### src/rtl/rs_pkg.sv
// Shared definitions for the RS word assembly path.
package rs_pkg;

  localparam int unsigned RS_WORD_W     = 12;
  localparam int unsigned RS_BEAT_W     = 8;
  localparam int unsigned RS_FIFO_DEPTH = 2;
  localparam logic [3:0]  RS_SYNC_TAG   = 4'hA;

  typedef logic [RS_WORD_W-1:0] rs_word_t;

  typedef enum logic {
    ST_LO,
    ST_HI
  } rs_state_e;

  function automatic logic rs_tag_ok(input logic [3:0] tag, input logic [3:0] sync);
    return tag == sync;
  endfunction

endpackage

### src/rtl/rs_word_fifo.sv
// Synchronous first-word-fall-through FIFO.
// Pointers carry one extra wrap bit to tell full from empty.
// When empty, head shows the last word that was presented.
module rs_word_fifo #(
  parameter int unsigned WIDTH = 12,
  parameter int unsigned DEPTH = 2
) (
  input  logic             clk,
  input  logic             rst,
  input  logic             flush,
  input  logic             push,
  input  logic [WIDTH-1:0] push_data,
  input  logic             pop,
  output logic [WIDTH-1:0] head,
  output logic             full,
  output logic             empty
);

  localparam int unsigned AW      = (DEPTH > 1) ? $clog2(DEPTH) : 1;
  localparam logic [AW:0] PTR_ONE = 1;

  logic [AW:0]      wr_q, rd_q;
  logic [WIDTH-1:0] mem_q [DEPTH];
  logic [WIDTH-1:0] hold_q;
  logic             do_push, do_pop;

  assign empty   = (wr_q == rd_q);
  assign full    = (wr_q[AW] != rd_q[AW]) && (wr_q[AW-1:0] == rd_q[AW-1:0]);
  assign do_push = push && !full;
  assign do_pop  = pop && !empty;
  assign head    = empty ? hold_q : mem_q[rd_q[AW-1:0]];

  // Storage, pointers, and last-presented-word register.
  always_ff @(posedge clk) begin
    if (rst || flush) begin
      wr_q   <= '0;
      rd_q   <= '0;
      hold_q <= '0;
      for (int unsigned i = 0; i < DEPTH; i++) begin
        mem_q[i] <= '0;
      end
    end else begin
      if (do_push) begin
        mem_q[wr_q[AW-1:0]] <= push_data;
        wr_q                <= wr_q + PTR_ONE;
      end
      if (do_pop) begin
        rd_q <= rd_q + PTR_ONE;
      end
      if (!empty) begin
        hold_q <= mem_q[rd_q[AW-1:0]];
      end
    end
  end

endmodule

### src/rtl/rs_word_assembler.sv
// Assembles 12-bit RS words from pairs of 8-bit beats (LO then tagged HI).
// Words go into a small FWFT FIFO; accepted words and framing errors are counted.
module rs_word_assembler
  import rs_pkg::*;
#(
  parameter int unsigned WORD_W   = RS_WORD_W,
  parameter int unsigned BEAT_W   = RS_BEAT_W,
  parameter int unsigned DEPTH    = RS_FIFO_DEPTH,
  parameter logic [3:0]  SYNC_TAG = RS_SYNC_TAG
) (
  input  logic              clk,
  input  logic              rst,
  input  logic              flush,
  input  logic [BEAT_W-1:0] in_data,
  input  logic              in_valid,
  output logic              in_ready,
  output logic [WORD_W-1:0] out_word,
  output logic              out_valid,
  input  logic              out_ready,
  output logic              frame_err,
  output logic [7:0]        word_cnt,
  output logic [3:0]        err_cnt
);

  rs_state_e         state_q;
  logic [BEAT_W-1:0] lo_q;
  logic              frame_err_q;
  logic [7:0]        word_cnt_q;
  logic [3:0]        err_cnt_q;

  logic              fifo_full, fifo_empty;
  logic              accept, tag_ok, push;
  logic [WORD_W-1:0] push_word;

  // in_ready depends on registered state only; out_ready never reaches it.
  assign in_ready  = (state_q == ST_LO) || !fifo_full;
  assign accept    = in_valid && in_ready;
  assign tag_ok    = rs_tag_ok(in_data[BEAT_W-1:BEAT_W-4], SYNC_TAG);
  assign push      = accept && (state_q == ST_HI) && tag_ok && !flush;
  assign push_word = {in_data[3:0], lo_q};

  // Beat-pairing FSM with LO latch, error pulse and debug counters.
  always_ff @(posedge clk) begin
    if (rst) begin
      state_q     <= ST_LO;
      lo_q        <= '0;
      frame_err_q <= 1'b0;
      word_cnt_q  <= '0;
      err_cnt_q   <= '0;
    end else if (flush) begin
      state_q     <= ST_LO;
      lo_q        <= '0;
      frame_err_q <= 1'b0;
    end else begin
      frame_err_q <= 1'b0;
      if (accept) begin
        if (state_q == ST_LO) begin
          lo_q    <= in_data;
          state_q <= ST_HI;
        end else begin
          state_q <= ST_LO;
          if (tag_ok) begin
            word_cnt_q <= word_cnt_q + 8'd1;
          end else begin
            frame_err_q <= 1'b1;
            if (err_cnt_q != 4'hF) begin
              err_cnt_q <= err_cnt_q + 4'd1;
            end
          end
        end
      end
    end
  end

  rs_word_fifo #(
    .WIDTH (WORD_W),
    .DEPTH (DEPTH)
  ) u_fifo (
    .clk       (clk),
    .rst       (rst),
    .flush     (flush),
    .push      (push),
    .push_data (push_word),
    .pop       (out_ready),
    .head      (out_word),
    .full      (fifo_full),
    .empty     (fifo_empty)
  );

  assign out_valid = !fifo_empty;
  assign frame_err = frame_err_q;
  assign word_cnt  = word_cnt_q;
  assign err_cnt   = err_cnt_q;

endmodule

### config.mk
export PLATFORM = sky130hd
export DESIGN_NAME = rs_word_assembler
export DESIGN_NICKNAME = d
export VERILOG_FILES = /design/src/rtl/rs_pkg.sv /design/src/rtl/rs_word_fifo.sv /design/src/rtl/rs_word_assembler.sv
export SDC_FILE = /design/constraint.sdc
export NUM_CORES = 1
export LEC_CHECK = 0
export BUFFER_PORTS_ARGS = -buffer_cell sky130_fd_sc_hd__buf_2
export CORE_MARGIN = 3
export CORE_UTILIZATION = 38
export DETAILED_ROUTE_END_ITERATION = 7
export GPL_ROUTABILITY_DRIVEN = 0
export PLACE_DENSITY_LB_ADDON = 0.12
export SLEW_MARGIN = 20
export SYNTH_ARGS = -nofsm -noshare
export SYNTH_HDL_FRONTEND = slang
export SYNTH_HIERARCHICAL = 1
export SYNTH_SLANG_ARGS = --single-unit
### constraint.sdc
create_clock -name clk -period 7.2 [get_ports clk]
set_clock_uncertainty 0.15 [all_clocks]
set_input_delay 1.44 -clock clk [delete_from_list [all_inputs] [get_ports clk]]
set_output_delay 1.44 -clock clk [all_outputs]
set_load 0.05 [all_outputs]
Word level (Yosys, flattened, before mapping):

Memory sizes are Yosys's and may differ from the RTL's. A register that Yosys moved wholly into a read port is not among the register bits.
Cells that the tools add are included.

* register bits: 38
* RAM bits: 24
* input port bits: 13
* output and inout port bits: 27
* memories: 1

* $add $sub $neg: 4
* eq/ne operators: 5
* mux-type cells: 13
* bitwise operators: 4
* reduce and logical (&&, ||, !) cells: 18

Memory list
* u_fifo.mem_q: depth 2, bits a word 12, rd ports 1, clocked after Yosys merged registers in 1, write ports 2, RTL line rs_word_fifo.sv:23 `logic [WIDTH-1:0] mem_q [DEPTH];`

Operators by type and width (number)
* $mux W12: 2
* $reduce_or A12 Y1: 1
* $mux W1: 11
* $add A8 B1 Y8 const B: 1
* $logic_and A1 B1 Y1: 7
* $reduce_and A5 Y1: 1
* $add A2 B1 Y2 const B: 2
* $add A4 B1 Y4 const B: 1
* $eq A4 B4 Y1 const B: 1
* $ne A4 B4 Y1 const B: 1
* $not A1 Y1: 4
* $reduce_and A4 Y1: 1
* $reduce_or A4 Y1: 1
* $logic_not A1 Y1: 3
* $eq A2 B2 Y1: 1
* $logic_or A1 B1 Y1: 2
* $reduce_and A2 Y1: 1
* $reduce_or A2 Y1: 1
* $eq A1 B1 Y1: 1
* $ne A1 B1 Y1: 1

Logic depth before layout (Yosys ltp):

Gate-level depths: netlist of the first run.

* word-level depth: 14
* depth in mapped cells: 12

Modules after synthesis:

Netlist of the first run, hierarchy kept.

Modules (own cells, without submodules)
* rs_word_fifo: times used 1, cells an instance 170, area an instance 1908.1 um^2
* rs_word_assembler: times used 1, cells an instance 120, area an instance 1042.2 um^2

Worst setup path before layout of the first run:

Ideal clock, no wire load.

* path type: register -> output
* start: register u_fifo.wr_q[0]
* end: output out_word[0]
* arrival time: 1.710 ns
* data required time: 5.610 ns
* path slack: 3.900 ns
* stages on the path, launching flop included: 6
* path buffers: 2
* cell sequence: dfxtp_1 -> buf_2 -> xor2_1 -> buf_2 -> nor3_1 -> nor2_1

* longest elaborated chain between the ends: 2

RTL lines
* start: declaration: RTL line rs_word_fifo.sv:22 `logic [AW:0] wr_q, rd_q;`
* start signal: assignment: RTL line rs_word_fifo.sv:45 `wr_q <= wr_q + PTR_ONE;`
* $eq A2 B2 Y1: RTL line rs_word_fifo.sv:27 `assign empty = (wr_q == rd_q);`
* $mux W12
* end: declaration: RTL line rs_word_assembler.sv:17 `output logic [WORD_W-1:0] out_word,`

No other way between the ends.

==> results of run 1 <==
==> cells in the final DEF, fill, tap and decap left out, types with 3 or more instances in the layout <==
cell and instances:
nor3_1 27, a21oi_1 17, clkbuf_8 9, dfxtp_1 39, mux2i_1 4, mux2_2 5
buf_2 39, edfxtp_1 24, nor2_1 25, nor2b_1 18, nand2b_1 5, clkinv_1 3
a221oi_1 5, a221oi_2 7, nand3_1 5, inv_1 5, o21ai_0 4, nand2_1 20
nor4_1 3, and3_1 23
==> cell usage after synthesis, drive strengths merged <==
library cell  instances  share of area (%)
a31oi                 2               0.42
a211oi                2               0.68
nand2b                5                1.1
a311oi                1               0.51
or2                   2               0.42
a221oi               12                5.0
edfxtp               24                 24
nand3                 5               0.85
nor4b                 1               0.30
buf                  16                3.8
nor2                 25                3.2
and3                 25                5.4
nor2b                18                3.8
clkbuf                6               0.76
nand3b                1               0.25
xnor2                 2               0.85
or3                   2               0.47
or4                   2               0.51
o31ai                 2               0.51
xor2                  2               0.85
inv                   5               0.64
dfxtp                39                 26
nor4bb                1               0.34
nand2                20                2.5
mux2                  5                1.9
o21ai                 4               0.68
ha                    2               0.85
o21a                  1               0.25
nand4                 2               0.42
and4bb                1               0.42
a21oi                18                3.2
nor4                  3               0.64
mux2i                 4                1.4
nand4bb               2                1.3
nor3                 28                4.9
==> worst paths after layout <==
check | start | cells past startpoint | endpoint
max | u_fifo/rd_q[1] | 7 | u_fifo/mem_q[0][10]
min | lo_q[0] | 2 | lo_q[0]
max reg2reg | u_fifo/rd_q[1] | 7 | u_fifo/mem_q[0][10]
min reg2reg | lo_q[0] | 2 | lo_q[0]
==> state kept, by name (all words and copies together) (netlist names), named ones only <==
register / count
u_fifo/rd_q: 2
lo_q: 8
err_cnt: 4
word_cnt: 8
u_fifo/wr_q: 2
u_fifo/hold_q: 12
u_fifo/mem_q: 24
state_q: 1
frame_err: 1
==> per-layer routing <==
layer  GRT usage, %  vias to the layer above
li1               -                     1115
met1           18.9                      981
met2           20.7                       42
met3           5.21                        8
met4           4.69                        0
met5              0                        -
==> power breakdown <==
group          internal (mW)  total, mW  switching [mW]
clock                  0.155      0.283           0.127
combinational         0.0166     0.0566          0.0400
sequential             0.378      0.384         0.00559
==> metrics by stage <==
stage / utilization, % / hold WS, ps / cells / instance area [sq um]
detailed placement: 42.5 / 319 / 408 / 3150
global route: 45.0 / 349 / 424 / 3340
floorplan: - / 290 / 290 / 2950
finish: 45.0 / 322 / 424 / 3340
global placement: 42.5 / 307 / 408 / 3150
CTS: 44.9 / 327 / 424 / 3330
==> cell type report <==
cell class / instances / area (sq um) / area share (%)
clock inverter: 6 / 51.3 / 1.54
multi-input combinational: 200 / 1300 / 39.1
tap: 99 / 124 / 3.71
sequential: 63 / 1500 / 45.0
timing repair buffer: 41 / 210 / 6.30
clock buffer: 10 / 128 / 3.82
inverter: 5 / 18.8 / 0.562
==> critical path, cell delays in order (launching register included) <==
cell and delay, ps:
dfxtp_1 390, xnor2_2 760, nor2_1 220, nand4bb_1 630, nor2_1 370, inv_1 100, a211oi_2 540, nand2b_1 540
==> cells by family after synthesis <==
family | count (synthesis)
and+or+nand+nor | 143
DFF | 63
AOI/OAI and AO/OA | 42
buffers and inverters | 27
muxes | 9
xor gates and xnor gates | 4
adders and majority gates | 2
==> qor.txt, run 1 <==
Power Total - 0.723 mW
wire per inst - 13.6 um
CTS sink cnt - 63
largest family of logic cells by synthesized area - simple AND/OR/NAND/NOR gates
slew margin rel. - 38.8%
dpl hpwl - 4170 um
largest net degree at the start of global routing - 28
CTS root buf - clkbuf_8
CP Max Fanout - 16
MaxCap Viol Count - 0
CTS resizes - 0
worst min path class - flip-flop to flip-flop
status - finished, final reports clean
Synth cell types - 47
Lkg Pwr - 1.38 nW
die outline width - 94.1 um
dpl ws - 2800 ps
routed length on met1 - 2850 um
simple-gate share of the synthesized area - 26.8%
adder-cell share of the synthesized area - 0.848%
min Tclk post-route - 4070 ps
met3 wire len - 305 um
crit start category - flip-flop
Mapped Cells - 290
Synth Area in Compound Gates - 11.3%
layout cell share with drive strength beyond 1 - 24.3%
CTS Hold Bufs - 0
DR vias/cell - 5.06
CP Class - flip-flop to flip-flop
setup_tns - 0 ps
GRT overflow - 0
max layer used - met4
pins over their slew limit - 0
area grow syn2layout - 13.1%
WL met2 - 2520 um
sequential area share after synthesis - 50.9%
initial antenna violation count - 0
syn_area_per_cell - 10.2 sq um
nets - 335
RSZ-0062 raised after global routing - no
H-Tree Depth - 3
Tcrit/Tclk final - 56.6%
CTS Buf Count - 9
Worst EP required - 7020 ps
first drt pass iteration count - 4
Yosys reg bits - 63
Core Rows - 31
final worst slack - 3130 ps
Setup Viol. Count Final - 0
starting density of the core - 39.8%
Antenna Cells - 0
vias in the first global route - 1,992
first-pass GRT wire length - 9750 um
Total Wirelength - 5760 um
Longest Clk Path Bufs - 2
routed vias - 2,146
Post-Synth XOR/XNOR Area - 1.70%
mux contribution to synthesized area - 3.27%
CTS tree - yes
Max rail drop VDD - 0.121 mV
Net Count, Synth - 305
Fill cells - 721
clock slew at reported path FFs - 60 ps
port bufs - 39
clk_lat worst skew - 330 ps
r2r setup slk - 3130 ps
YS warnings - 6
critical path endpoint category - flip-flop
worst-margin pin slew - 913 ps
ANT nets after route - 0
drt drc - 0
power per cell area - 217 mW/mm^2
1st-iter DRT viols - 65
Max Clk Rate - 0.246 GHz
Core Footprint - 0.00741 sq mm
DIE HEIGHT - 94.1 um
IO Pins - 40
postcts setup bufs - 0
Total GRT Usage - 14.0%
Hold Violations, Final - 0
CP Data Arrival Time - 3890 ps
Die ar. - 0.00886 sq mm
synthesized area - 0.00295 sq mm
No activity file was read; power rests on OpenSTA's default activity.
==> inputs of run 2 (changes only) <==
==> constraint.sdc (replaced) <==
create_clock -name clk -period 3.5 [get_ports clk]
set_clock_uncertainty 0.15 [all_clocks]
set_input_delay 0.7 -clock clk [delete_from_list [all_inputs] [get_ports clk]]
set_output_delay 0.7 -clock clk [all_outputs]
set_load 0.05 [all_outputs]
==> run 2 against run 1 <==
Total power is 140% higher; combinational power up 110%; core utilization is 1.7 points higher; routed wire length up 3.3%.
==> qor.txt, run 2 (synthesis gave the netlist of run 1 again) <==
starting density of the core - 39.8%
Total Wirelength - 5950 um
Multi-input gate area - 0.00130 sq mm
power per cell area - 505 mW/mm^2
largest registers - u_fifo/mem_q: 24 flops, u_fifo/hold_q: 12 flops
Fill cells - 713
1st-iter DRT viols - 108
routed vias - 2,179
Core Footprint - 0.00741 sq mm
min Tclk post-route - 2890 ps
Max rail drop VDD - 0.205 mV
DP Cell Count - 413
postcts setup bufs - 0
dpl hpwl - 4250 um
Setup Viol. Count Final - 0
Tcrit/Tclk final - 82.5%
ANT nets after route - 0
internal power - 1.36 mW
CTS root buf - clkbuf_8
CP Class - flip-flop to output pin
critical path endpoint category - output pin
CTS Hold Bufs - 0
CP Max Fanout - 11
Die ar. - 0.00886 sq mm
CTS tree - yes
CTS resizes - 0
setup_tns - 0 ps
wire per inst - 13.9 um
CP peak stage delay - 590 ps
slew margin rel. - 49.5%
area grow syn2layout - 17.4%
first-pass GRT wire length - 10,000 um
Final Util - 46.8%
DIE HEIGHT - 94.1 um
Lkg Pwr - 1.45 nW
pins over their slew limit - 0
Hold Violations, Final - 0
CTS Buf Count - 9
critical path cell sequence - xnor2_2, buf_4, a221oi_1, nor2_1, buf_2
Max Clk Rate - 0.346 GHz
GRT overflow - 0
Worst EP required - 2650 ps
RSZ-0062 raised after global routing - no
worst min path class - flip-flop to flip-flop
drt drc - 0
Total GRT Usage - 14.5%
Fin Hold WS - 317 ps
clock slew at reported path FFs - 70 ps
die outline width - 94.1 um
vias in the first global route - 2,039
Core Rows - 31
largest net degree at the start of global routing - 28
status - finished, final reports clean
worst-margin pin slew - 757 ps
gr busiest metal - met2
crit start category - flip-flop
MaxCap Viol Count - 0
family with the most delay on the worst path - XOR/XNOR gates
met1 usage - 20.2%
clk_lat worst skew - 330 ps
Flop pwr share - 45.1%
Sw Ratio - 22.3%
IO Pins - 40
nets - 340
Comb pwr share - 6.8%
Global Route met3 Usage - 3.13%
port bufs - 39
final std cells w/o fill - 429
layout cell share with drive strength beyond 1 - 26.7%
initial antenna violation count - 0
most frequent cells in the layout - 39 x dfxtp_1, 39 x buf_2, 27 x nor3_1
Sw Pwr - 0.390 mW
Largest register FFs - 24
largest register by flop count - u_fifo/mem_q
clock power share - 48.1%
Antenna Cells - 0
Slowest cell on crit path - xnor2_2
CP Data Arrival Time - 2040 ps
first drt pass iteration count - 4
M2 GR Usage - 21.3%
CTS sink cnt - 63
DR vias/cell - 5.08
Bufs and invs on worst path - 2
Register Area - 0.00150 sq mm
Longest Clk Path Bufs - 2
H-Tree Depth - 3
## run 2: changes by cell type in the layout (fill, tap and decap cells not counted)
cell / change
clkbuf_1: -1
clkinvlp_4: +1
bufinv_16: +3
clkinv_1: -3
buf_4: +5
xor2_2: -1
xnor2_2: +1
clkinv_2: -2
xor2_1: +1
xnor2_1: -1
clkinv_4: +2
## run 2: final cells by class
type,count,share of cell area (%)
clock inverter,7,4.19
inverter,5,0.542
tap,99,3.58
multi-input combinational,200,37.6
sequential,63,43.3
timing repair buffer,46,7.15
clock buffer,9,3.58
## run 2: worst reg2reg max path, stage by stage (launching register included)
cell	delay (ps)
dfxtp_1	540
xor2_1	220
nor2_1	140
nand4bb_1	220
nor2_1	190
nand2_1	140
a21oi_2	360
nand2b_1	500
## run 2: final timing paths
| path | from | end | slack (ps) | cells after the start |
|---|---|---|---|---|
| max | u_fifo/rd_q[0] | out_word[1] | 610 | 5 |
| min | lo_q[4] | lo_q[4] | 320 | 2 |
| max reg2reg | u_fifo/rd_q[0] | u_fifo/mem_q[1][6] | 670 | 7 |
| min reg2reg | lo_q[4] | lo_q[4] | 320 | 2 |
## run 2: per-layer routing
layer	share of wire, %	vias up	wire length [um]
met5	0	-	0
met4	0.96	0	57
met3	4.0	4	236
met2	44	44	2640
met1	51	1011	3020
li1	-	1120	-
## run 2: metrics by stage
step	total power, mW	setup WS, ps	area (sq um)
floorplan	0.892	587	2950
global placement	0.925	585	3190
detailed placement	0.926	552	3190
CTS	1.77	230	3460
global route	1.82	327	3460
finish	1.75	612	3460
## run 2: power by group through the flow
stage / Sequential [mW] / Combinational [mW] / Clock (mW)
2_1_floorplan: 0.801 / 0.0911 / 0
3_3_place_gp: 0.805 / 0.120 / 0
3_5_place_dp: 0.805 / 0.121 / 0
4_1_cts: 0.788 / 0.121 / 0.864
5_1_grt: 0.790 / 0.132 / 0.901
6_report: 0.788 / 0.120 / 0.842
==> inputs of run 3 (changes only) <==
==> constraint.sdc (replaced) <==
create_clock -name clk -period 3 [get_ports clk]
set_clock_uncertainty 0.15 [all_clocks]
set_input_delay 0.6 -clock clk [delete_from_list [all_inputs] [get_ports clk]]
set_output_delay 0.6 -clock clk [all_outputs]
set_load 0.05 [all_outputs]
==> run 3 against run 2 <==
Routed wire length down 2.0%; critical path depth is 1 lower; cell area decreased by 1.4%; final cell count up 0.47%; first-iteration DRC count rose by 20%; clock-buffer cell count increased by 1; worst setup slack worse by 320 ps; sequential share of layout area increased by 0.62 points; clock power fell by 6.3%; critical endpoint is now out_word[4].
==> qor.txt, run 3 (synthesis gave the netlist of run 1 again) <==
largest net degree at the start of global routing - 27
CTS resizes - 0
family with the most delay on the worst path - XOR/XNOR gates
Tcrit/Tclk final - 90.2%
setup_tns - 0 ps
1st-iter DRT viols - 130
Largest register FFs - 24
RSZ-0062 raised after global routing - no
critical path cell sequence - xor2_2, nor3_1, nor2_1, buf_2
Bufs and invs on worst path - 1
ANT nets after route - 0
slew margin rel. - 55.2%
Core Footprint - 0.00741 sq mm
vias in the first global route - 2,077
DIE HEIGHT - 94.1 um
Power Total - 1.85 mW
Hold Path End - lo_q[1]
worst reg2reg startpoint - u_fifo/wr_q[0]
area grow syn2layout - 15.8%
Total Wirelength - 5830 um
Lkg Pwr - 1.43 nW
min Tclk post-route - 2710 ps
worst min path class - flip-flop to flip-flop
status - finished, final reports clean
CP Class - flip-flop to output pin
CTS root buf - clkbuf_8
port bufs - 39
critical path endpoint category - output pin
CP peak stage delay - 580 ps
Total GRT Usage - 14.5%
CTS sink cnt - 63
CTS tree - yes
Longest Clk Path Bufs - 2
DR vias/cell - 5.00
final std cells w/o fill - 431
IO Pins - 40
gr busiest metal - met2
CTS Hold Bufs - 0
first drt pass iteration count - 4
clock slew at reported path FFs - 70 ps
power per cell area - 541 mW/mm^2
Max rail drop VDD - 0.245 mV
dpl hpwl - 4260 um
worst-margin pin slew - 671 ps
most frequent cells in the layout - 39 x dfxtp_1, 39 x buf_2, 27 x nor3_1
Die ar. - 0.00886 sq mm
CTS Buf Count - 9
largest register by flop count - u_fifo/mem_q
nets - 342
pins over their slew limit - 0
hold_sp - lo_q[1]
CP Max Fanout - 14
Worst EP required - 2250 ps
layout cell share with drive strength beyond 1 - 26.2%
crit start category - flip-flop
worst flop-to-flop path endpoint - u_fifo/mem_q[0][11]
Hold Violations, Final - 0
Worst Hold Depth - 2
Final Util - 46.1%
postcts setup bufs - 0
routed vias - 2,155
die outline width - 94.1 um
MaxCap Viol Count - 0
GRT overflow - 0
Setup Viol. Count Final - 0
DP Cell Count - 415
clk_lat worst skew - 340 ps
Fill cells - 739
Max Clk Rate - 0.369 GHz
met1 usage - 18.6%
Antenna Cells - 0
Global Route met3 Usage - 5.53%
Core Rows - 31
initial antenna violation count - 0
CP Data Arrival Time - 1960 ps
r2r setup slk - 450 ps
first-pass GRT wire length - 10,000 um
M2 GR Usage - 22.5%
drt drc - 0
H-Tree Depth - 3
largest registers - u_fifo/mem_q: 24 flops, u_fifo/hold_q: 12 flops
wire per inst - 13.5 um
R2R cell count - 7
Slowest cell on crit path - xor2_2
starting density of the core - 39.8%
[run 3: changes by cell type in the layout (fill, tap and decap cells not counted)]
| cell | previous run | this run |
|---|---|---|
| buf_4 | 7 | 9 |
| bufinv_16 | 4 | 2 |
| clkbuf_1 | 0 | 1 |
| clkinv_1 | 0 | 1 |
| clkinv_2 | 0 | 1 |
| clkinv_4 | 2 | 1 |
| xnor2_1 | 0 | 1 |
| xnor2_2 | 2 | 1 |
[run 3: area by class of cell]
type / count / area (sq um) / area share [%]
Inverter: 5 / 18.8 / 0.549
Clock inverter: 6 / 85.1 / 2.49
Tap cell: 99 / 124 / 3.63
Clock buffer: 10 / 128 / 3.74
Multi-Input combinational cell: 200 / 1300 / 37.9
Sequential cell: 63 / 1500 / 44.0
Timing Repair Buffer: 48 / 263 / 7.69
[run 3: worst min-delay path: stages (launching register included)]
cell and delay [ps]:
dfxtp_1 310, nand2_1 50, a21oi_1 50
[run 3: per-stage QoR]
step                      hold slack (ps)  area [sq um]  setup WS [ps]
after floorplan                       290          2950           86.8
after global placement                302          3200            402
after detailed placement              311          3200            371
after CTS                             321          3420            248
after global routing                  334          3420            118
final                                 317          3420            293
[run 3: how the worst max path moves through the flow]
stage                     cells after the start                  to      startpoint
after floorplan                              11  u_fifo/mem_q[0][0]  u_fifo/wr_q[0]
after CTS                                     4         out_word[4]  u_fifo/rd_q[1]
final                                         4         out_word[4]  u_fifo/rd_q[1]
after global routing                          4        out_word[10]  u_fifo/rd_q[1]
after global placement                        6  u_fifo/mem_q[0][1]      in_data[6]
after detailed placement                      6  u_fifo/mem_q[0][1]      in_data[6]
[run 3: report_power, final]
group | leakage, nW | switching (mW) | internal [mW] | total, mW
combinational | 0.744 | 0.0975 | 0.0414 | 0.139
clock | 0.104 | 0.324 | 0.465 | 0.789
sequential | 0.583 | 0.0119 | 0.907 | 0.919
total | 1.43 | 0.434 | 1.41 | 1.85
[run 3: layer usage]
| metal | share of wire, % | vias to the layer above |
|---|---|---|
| met3 | 4.5 | 6 |
| met4 | 0.91 | 0 |
| met2 | 45 | 48 |
| met5 | 0 | - |
| met1 | 49 | 977 |
| li1 | - | 1124 |
